==> src/rtl/fifo_wr_arbiter.sv <==
// Round-robin arbiter sharing one FIFO write port among NUM_REQ requesters.
// Bursts of up to MAX_BURST beats per grant; never writes while wfull is high.
module fifo_wr_arbiter #(
   parameter int NUM_REQ    = 4,
   parameter int DATA_WIDTH = 8,
   parameter int MAX_BURST  = 4
) (
   input  logic                          w_clk,
   input  logic                          w_rst,
   input  logic [NUM_REQ-1:0]            req,
   input  logic [NUM_REQ*DATA_WIDTH-1:0] req_data,
   output logic [NUM_REQ-1:0]            ack,
   input  logic                          wfull,
   output logic                          winc,
   output logic [DATA_WIDTH-1:0]         wdata,
   output logic [$clog2(NUM_REQ)-1:0]    owner,
   output logic                          busy
);

   localparam int IDX_W = $clog2(NUM_REQ);

   typedef enum logic {
      IDLE = 1'b0,
      OWN  = 1'b1
   } state_t;

   state_t            state_q, state_d;
   logic [IDX_W-1:0]  owner_q, owner_d;
   logic [IDX_W-1:0]  rr_ptr_q, rr_ptr_d;
   logic [3:0]        beat_cnt_q, beat_cnt_d;
   logic [IDX_W-1:0]  pick_s;
   logic [IDX_W-1:0]  owner_nxt_s;
   logic              found_s;
   logic              accept_s;
   logic              burst_done_s;
   logic [NUM_REQ-1:0] ack_s;
   logic              winc_s;

   // Search upward from rr_ptr for the first active request, wrapping modulo NUM_REQ.
   always_comb begin
      int idx_v;
      found_s = 1'b0;
      pick_s  = '0;
      idx_v   = 0;
      for (int i = 0; i < NUM_REQ; i++) begin
         idx_v = int'(rr_ptr_q) + i;
         idx_v = (idx_v >= NUM_REQ) ? (idx_v - NUM_REQ) : idx_v;
         if (!found_s && req[IDX_W'(idx_v)]) begin
            found_s = 1'b1;
            pick_s  = IDX_W'(idx_v);
         end else begin
            found_s = found_s;
         end
      end
   end

   assign owner_nxt_s  = (owner_q == IDX_W'(NUM_REQ - 1)) ? '0 : owner_q + IDX_W'(1);
   assign accept_s     = (state_q == OWN) & req[owner_q] & ~wfull;
   assign burst_done_s = ((beat_cnt_q + 4'd1) == 4'(MAX_BURST));

   // Write data mux selected by the current owner.
   always_comb begin
      wdata = req_data[0 +: DATA_WIDTH];
      for (int k = 0; k < NUM_REQ; k++) begin
         if (owner_q == IDX_W'(k)) begin
            wdata = req_data[k*DATA_WIDTH +: DATA_WIDTH];
         end else begin
            wdata = wdata;
         end
      end
   end

   // Next-state and grant logic.
   always_comb begin
      state_d    = state_q;
      owner_d    = owner_q;
      rr_ptr_d   = rr_ptr_q;
      beat_cnt_d = beat_cnt_q;
      ack_s      = '0;
      winc_s     = 1'b0;
      case (state_q)
         IDLE: begin
            if (found_s) begin
               owner_d    = pick_s;
               beat_cnt_d = 4'd0;
               state_d    = OWN;
            end else begin
               state_d    = IDLE;
            end
         end
         OWN: begin
            if (accept_s) begin
               ack_s[owner_q] = 1'b1;
               winc_s         = 1'b1;
               if (burst_done_s) begin
                  rr_ptr_d   = owner_nxt_s;
                  beat_cnt_d = 4'd0;
                  state_d    = IDLE;
               end else begin
                  beat_cnt_d = beat_cnt_q + 4'd1;
               end
            end else if (!req[owner_q]) begin
               // Withdrawn request ends the burst early and still rotates priority.
               rr_ptr_d   = owner_nxt_s;
               beat_cnt_d = 4'd0;
               state_d    = IDLE;
            end else begin
               state_d    = OWN;
            end
         end
         default: begin
            state_d = IDLE;
         end
      endcase
   end

   // State registers with synchronous reset.
   always_ff @(posedge w_clk) begin
      if (w_rst) begin
         state_q    <= IDLE;
         owner_q    <= '0;
         rr_ptr_q   <= '0;
         beat_cnt_q <= 4'd0;
      end else begin
         state_q    <= state_d;
         owner_q    <= owner_d;
         rr_ptr_q   <= rr_ptr_d;
         beat_cnt_q <= beat_cnt_d;
      end
   end

   assign ack   = w_rst ? '0 : ack_s;
   assign winc  = winc_s & ~w_rst;
   assign owner = owner_q;
   assign busy  = (state_q == OWN);

endmodule
==> config.mk <==
export PLATFORM = sky130hd
export DESIGN_NAME = fifo_wr_arbiter
export DESIGN_NICKNAME = d
export VERILOG_FILES = /design/src/rtl/fifo_wr_arbiter.sv
export SDC_FILE = /design/constraint.sdc
export NUM_CORES = 1
export LEC_CHECK = 0
export ABC_AREA = 1
export CORE_UTILIZATION = 37
export CTS_BUF_LIST = sky130_fd_sc_hd__clkbuf_2
export DETAILED_ROUTE_END_ITERATION = 7
export PLACE_DENSITY = 0.78
export REMOVE_ABC_BUFFERS = 1
export SLEW_MARGIN = 15
export SYNTH_ARGS = -nofsm -noshare
export SYNTH_HDL_FRONTEND = slang
export SYNTH_SLANG_ARGS = --single-unit
==> constraint.sdc <==
create_clock -name w_clk -period 1.62 [get_ports w_clk]
set_input_delay 0.405 -clock w_clk [delete_from_list [all_inputs] [get_ports w_clk]]
set_output_delay 0.405 -clock w_clk [all_outputs]
set_load 0.05 [all_outputs]
==> metrics, run 1 <==
Design Area, Final=2160 sq um; Switch Pwr=2.08 mW; largest net degree at the start of global routing=18; antenna cell count=0; Required @ worst endpoint=1.21 ns; final layout net count=312; CP endpoint kind=output port; area grow syn2layout=99.7%; Synth async-reset ratio=0%; Worst Path Max Fanout=6; Ports=55; pre-CTS WS=-0.697 ns; Worst slew margin=80.4%; register bit total from synthesis=9; DR iter-0 viols=59; post-route ant nets=0; Power Total=3.81 mW; Reg clk slew, reported paths=0.10 ns; Switching Fraction=54.6%; Die Ht=56.1 um; Die Wd=56.1 um; CTS Root Cell=clkbuf_2; Internal=1.73 mW; post-route minimum period=1.99 ns; drt wl/cell=12.7 um; I/O Buffers=54; hold path start=beat_cnt_q[3]$_SDFFE_PP0P_; first-pass GRT wire length=5600 um; Seq pwr share=9.9%; Worst-Margin Slew=0.292 ns; site row count=19; DP HPWL=2590 um; failing checks=negative setup slack; GPL Wtd Cong=0.810; worst vdd ir=1820 uV; Mapped Cells=185; CP startpoint kind=flip-flop; slack of the worst reg-to-reg path=0.14 ns; TritonCTS clock tree=built; count of final setup violators=13; # DRC=0; sequential area share after synthesis=16.6%; YS warnings=0; total CTS buffers=3; Critical Path Source=owner[0]$_SDFFE_PP0P_; H-tree levels=1; Hold Vio Cnt, Final=0; 1st-pass router iterations=5; number of enable flip-flop cells after synthesis=0; leakage=1.01 nW; Final WS setup=-0.373 ns; Gate power share=86.0%; initial antenna violation count=0; share of layout cells above drive strength 1=39.8%; full die area=3150 sq um; f_max=502 MHz; period utilization=123%; Worst-Skew Late Latency=0.26 ns; Overflow after GRT=0; Initial Utilization=39.3%; worst reg2reg startpoint=owner[0]$_SDFFE_PP0P_; post-layout util=78.4%; clk_skew=0.000291 ns; number of global-route vias before repair=1,315; clk sinks=9; Placeable Area=2760 sq um; Crit Path Class=reg -> out; Arrival @ worst endpoint=1.59 ns; Total GRT Usage=21.7%; Max Cap Viol=0; vias=1,490; RSZ-0062 raised after global routing=yes; Longest Clk Path Bufs=2; power per cell area=1760 nW/um^2; Clk pwr share=4.1%; WL final=3780 um; DR vias/cell=5.02; hold_buf cts=0; top_reg_cell synth=dfxtp_1; outcome=finished with violations; Cell variety after synth=24; placed cell area=1900 sq um; Slew Viols, Final=0; Avg Cell Area, Syn=5.86 sq um; Mapped Area=1080 sq um; Worst Hold Class=reg -> reg
==> Yosys cell counts, types with 2 or more instances <==
| master | count | area (sq um) |
|---|---|---|
| nand2_1 | 61 | 229 |
| o21ai_0 | 21 | 105 |
| nand3_1 | 18 | 90.1 |
| nor2_1 | 16 | 60.1 |
| inv_1 | 15 | 56.3 |
| dfxtp_1 | 9 | 180 |
| nand2_2 | 7 | 43.8 |
| ha_1 | 6 | 75.1 |
| a21oi_1 | 4 | 20.0 |
| clkbuf_1 | 4 | 15.0 |
| inv_2 | 4 | 15.0 |
| nand2_4 | 3 | 33.8 |
| o21ai_2 | 3 | 26.3 |
| nand3_2 | 2 | 20.0 |
| o21ai_1 | 2 | 10.0 |
| xor2_1 | 2 | 17.5 |
==> sequential cells by signal (all words and copies together) (netlist names) <==
signal,flops
beat_cnt_q,4
busy,1
owner,2
rr_ptr_q,2
==> worst max-delay path: stages (launching register included) <==
cell,delay [ns]
dfxtp_4,0.39
inv_4,0.09
nand2_2,0.06
nand3_2,0.08
nand2_4,0.07
nor3_4,0.20
nand2_4,0.16
nor2_4,0.13
buf_12,0.14
==> final timing paths <==
kind,endpoint,cells past startpoint
setup / recovery,ack[3],8
hold / removal,beat_cnt_q[3]$_SDFFE_PP0P_,2
setup reg to reg,beat_cnt_q[0]$_SDFFE_PP0P_,8
hold reg to reg,beat_cnt_q[3]$_SDFFE_PP0P_,2
==> what timing repair did <==
item / CTS / global route
setup buffers: 1 / 1
cloned: 0 / 1
endpoints found under the setup margin: 19 / 19
resized for setup: 25 / 55
pin swaps: 7 / 14
==> routing by layer <==
metal / GRT usage (%) / routed length, um
met2: 38.8 / 1960
met1: 25.6 / 1520
met4: 6.27 / 50
met5: 0 / 0
met3: 5.12 / 252
==> power groups by stage <==
stage	logic, mW	registers (mW)	clock network [mW]
3_5_place_dp	2.69	0.346	0
4_1_cts	2.80	0.355	0.155
5_1_grt	3.49	0.388	0.168
6_report	3.27	0.378	0.155
3_3_place_gp	2.66	0.345	0
2_1_floorplan	1.53	0.469	0
==> layout make-up <==
type                       instances  area, sq um
sequential                         9          189
multi-input combinational        151          953
tap                               31         38.8
inverter                          20         85.1
timing repair buffer              82          877
fill                             178          594
clock buffer                       4         20.0
==> cell families (layout without fill, tap and decap cells) <==
group                      count (synthesis)  after routing  synth area share [%]
and+or+nand+nor                          112            112                  49.4
adders and majority gates                  6              6                  6.93
AOI/OAI and AO/OA                         31             31                  16.1
DFF                                        9              9                  16.6
xor gates and xnor gates                   2              2                  1.62
buffers and inverters                     25            106                  9.35
==> layout by cell type, fill, tap and decap left out <==
cell             instances
a21oi_1                  4
buf_12                   9
buf_4                   23
buf_6                   11
clkbuf_16                1
clkbuf_2                 4
clkdlybuf4s50_1         34
dfxtp_1                  6
dfxtp_2                  1
dfxtp_4                  2
dlygate4sd2_1            4
ha_1                     3
ha_2                     1
ha_4                     2
inv_1                   12
inv_2                    4
inv_4                    4
nand2_1                 54
nand2_2                 12
nand2_4                  5
nand3_1                  9
nand3_2                 11
nand3_4                  1
nor2_1                  12
nor2_4                   4
nor2_8                   1
nor3_1                   1
nor3_4                   1
o21ai_0                  5
o21ai_1                 14
o21ai_2                  7
o22ai_2                  1
or2_2                    1
xor2_1                   2
==> through the flow <==
stage                     TNS, ns  hold slack (ns)  cells
after floorplan            -14.90            0.474    180
after global placement      -7.59            0.491    290
after detailed placement    -7.88            0.507    290
after CTS                   -5.33            0.524    295
after global routing        -5.46            0.556    297
final                       -4.51            0.524    297
No activity file was read; power rests on OpenSTA's default activity.
==> inputs of run 2 (changes only) <==
- CORE_UTILIZATION: 37 -> 40
- CTS_CLUSTER_DIAMETER: not set -> 30
- PLACE_DENSITY: 0.78 -> 0.8
- SLEW_MARGIN: 15 -> 20
- clock period: 1.62 -> 2.17 ns (I/O delays scaled with it)
==> run 2 against run 1 <==
Net effect:
- the flow still finishes with violations (negative setup slack)
- critical path depth increased by 2
- cell count increased by 1.3%
- power decreased by 9.4%
- sequential share of layout area decreased by 0.69 points
- count of clock-buffer cells in the layout decreased by 1
- final area increased by 6.4%
- first-iteration DRC count increased by 49%
- clock power decreased by 31%
- clock skew increased by 0.026 ns
- core utilization increased by 13 points
- critical path type unchanged
- largest power group unchanged
==> metrics, run 2 (synthesis results as in run 1) <==
outcome=finished with violations; failing checks=negative setup slack; Reg clk slew, reported paths=0.12 ns; DR vias/cell=5.76; CTS Root Cell=clkbuf_2; final layout net count=317; Hold WS=0.506 ns; largest register by flop count=beat_cnt_q; Worst slew margin=67.3%; Seq pwr share=8.2%; critical path, cell by cell=buf_6, inv_4, ha_4, buf_6, nand2_2, nand3_1, o21ai_1, o21ai_1, buf_4, buf_12; Longest Clk Path Bufs=2; Internal=1.62 mW; slack of the worst reg-to-reg path=0.44 ns; CP startpoint kind=flip-flop; Worst Hold Class=reg -> reg; antenna cell count=0; CP endpoint kind=output port; drt wl/cell=19.4 um; Die Wd=54.0 um; Reg2Reg Depth=10; Slew Viols, Final=0; Required @ worst endpoint=1.63 ns; CP peak stage delay=0.35 ns; WL final=5830 um; total CTS buffers=3; Placeable Area=2520 sq um; FF/Latch Area=185 sq um; site row count=18; Ports=55; number of global-route vias before repair=1,461; area grow syn2layout=112%; Overflow after GRT=0; Switch Pwr=1.83 mW; Worst-Margin Slew=0.489 ns; post-layout util=91.2%; TritonCTS clock tree=built; worst reg2reg startpoint=rr_ptr_q[0]$_SDFFE_PP0P_; Max Cap Viol=0; cell count after placement=288; Switching Fraction=53.1%; Setup crit end=wdata[0]; period utilization=107%; commonest non-fill, non-tap cell in the layout=nand2_1; f_max=429 MHz; Die Ht=54.0 um; Hold Vio Cnt, Final=0; fillers=91; initial antenna violation count=0; final non-filler cell total=301; reg2reg end=owner[0]$_SDFFE_PP0P_; post-route ant nets=0; clk_skew=0.0262 ns; Worst-Skew Late Latency=0.27 ns; H-tree levels=1; I/O Buffers=54; Arrival @ worst endpoint=1.79 ns; full die area=2920 sq um; GPL Wtd Cong=0.843; count of final setup violators=12; Worst Path Max Fanout=3; # DRC=0; Total GRT Usage=31.3%; first-pass GRT wire length=6560 um; Final WS setup=-0.162 ns; vias=1,733; leakage=1.08 nW; largest net degree at the start of global routing=13; Clk pwr share=3.1%; Multi-input gate area=975 sq um; Gate power share=88.7%; post-route minimum period=2.33 ns; 1st-pass router iterations=7; worst vdd ir=1580 uV; Crit Path Class=reg -> out; Power Total=3.45 mW; hold path cells=2; most frequent cells in the layout=nand2_1, clkdlybuf4s50_1, buf_4; Initial Utilization=43.0%; clk sinks=9; flip-flop count of the largest register after layout=4; DR iter-0 viols=88; DP HPWL=2650 um; share of layout cells above drive strength 1=44.3%; power per cell area=1500 nW/um^2; Critical Path Source=owner[1]$_SDFFE_PP0P_; slowest CP cell=dfxtp_2; RSZ-0062 raised after global routing=yes
## run 2: cell types whose count changed in the layout (fill, tap and decap cells not counted), sizes merged
cell,delta
clkinv,+2
clkbuf,-2
clkdlybuf4s15,+4
inv,-1
dlygate4sd2,-3
buf,+5
## run 2: worst min path at each step
stage	start	to	slack, ns
finish	beat_cnt_q[2]$_SDFFE_PP0P_	beat_cnt_q[2]$_SDFFE_PP0P_	0.51
global route	beat_cnt_q[2]$_SDFFE_PP0P_	beat_cnt_q[2]$_SDFFE_PP0P_	0.52
CTS	beat_cnt_q[2]$_SDFFE_PP0P_	beat_cnt_q[2]$_SDFFE_PP0P_	0.51
detailed placement	beat_cnt_q[2]$_SDFFE_PP0P_	beat_cnt_q[2]$_SDFFE_PP0P_	0.49
global placement	beat_cnt_q[3]$_SDFFE_PP0P_	beat_cnt_q[3]$_SDFFE_PP0P_	0.49
floorplan	beat_cnt_q[2]$_SDFFE_PP0P_	beat_cnt_q[2]$_SDFFE_PP0P_	0.48
## run 2: area by class of cell
type	instances	area share, %
Clock buffer	3	0.653
Clock inverter	1	0.218
Inverter	20	4.02
Multi-Input combinational cell	151	42.4
Sequential cell	9	8.05
Tap cell	30	1.63
Timing Repair Buffer	87	43.1
## run 2: per-layer routing
layer	GRT usage, %	part of all wire (%)	routed length [um]	up-vias
met1	32.0	35	2020	764
li1	-	-	-	766
met2	62.3	48	2770	142
met4	10.3	7.9	461	0
met5	0	0	0	-
met3	5.65	9.9	576	61
## run 2: power by group through the flow
stage	clock network [mW]	registers (mW)	logic, mW
2_1_floorplan	0	0.350	1.14
3_3_place_gp	0	0.264	2.32
3_5_place_dp	0	0.266	2.35
4_1_cts	0.104	0.273	2.75
5_1_grt	0.112	0.286	3.22
6_report	0.107	0.282	3.06
## run 2: timing repair
item	in CTS	in global routing
hold endpoints to repair	0	0
buffers inserted	9	0
hold buffers	0	0
setup endpoints to repair	13	13
pin swaps	17	15
gates cloned	2	0
gates resized for setup	71	22
## run 2: stage by stage
stage | setup TNS (ns) | setup slack (ns) | area (sq um)
2_1_floorplan | -9.12 | -0.938 | 1060
3_3_place_gp | -1.79 | -0.376 | 1950
3_5_place_dp | -1.86 | -0.387 | 1950
4_1_cts | -0.0116 | -0.0116 | 2220
5_1_grt | -1.88 | -0.244 | 2300
6_report | -1.12 | -0.162 | 2300
## run 2: worst max-delay path, delay by kind of cell (launching register included)
family,cells,cell delay (ns)
compound gates,2,0.25
fa+ha+maj,1,0.17
buf+inv,5,0.59
flops,1,0.35
simple gates,2,0.15
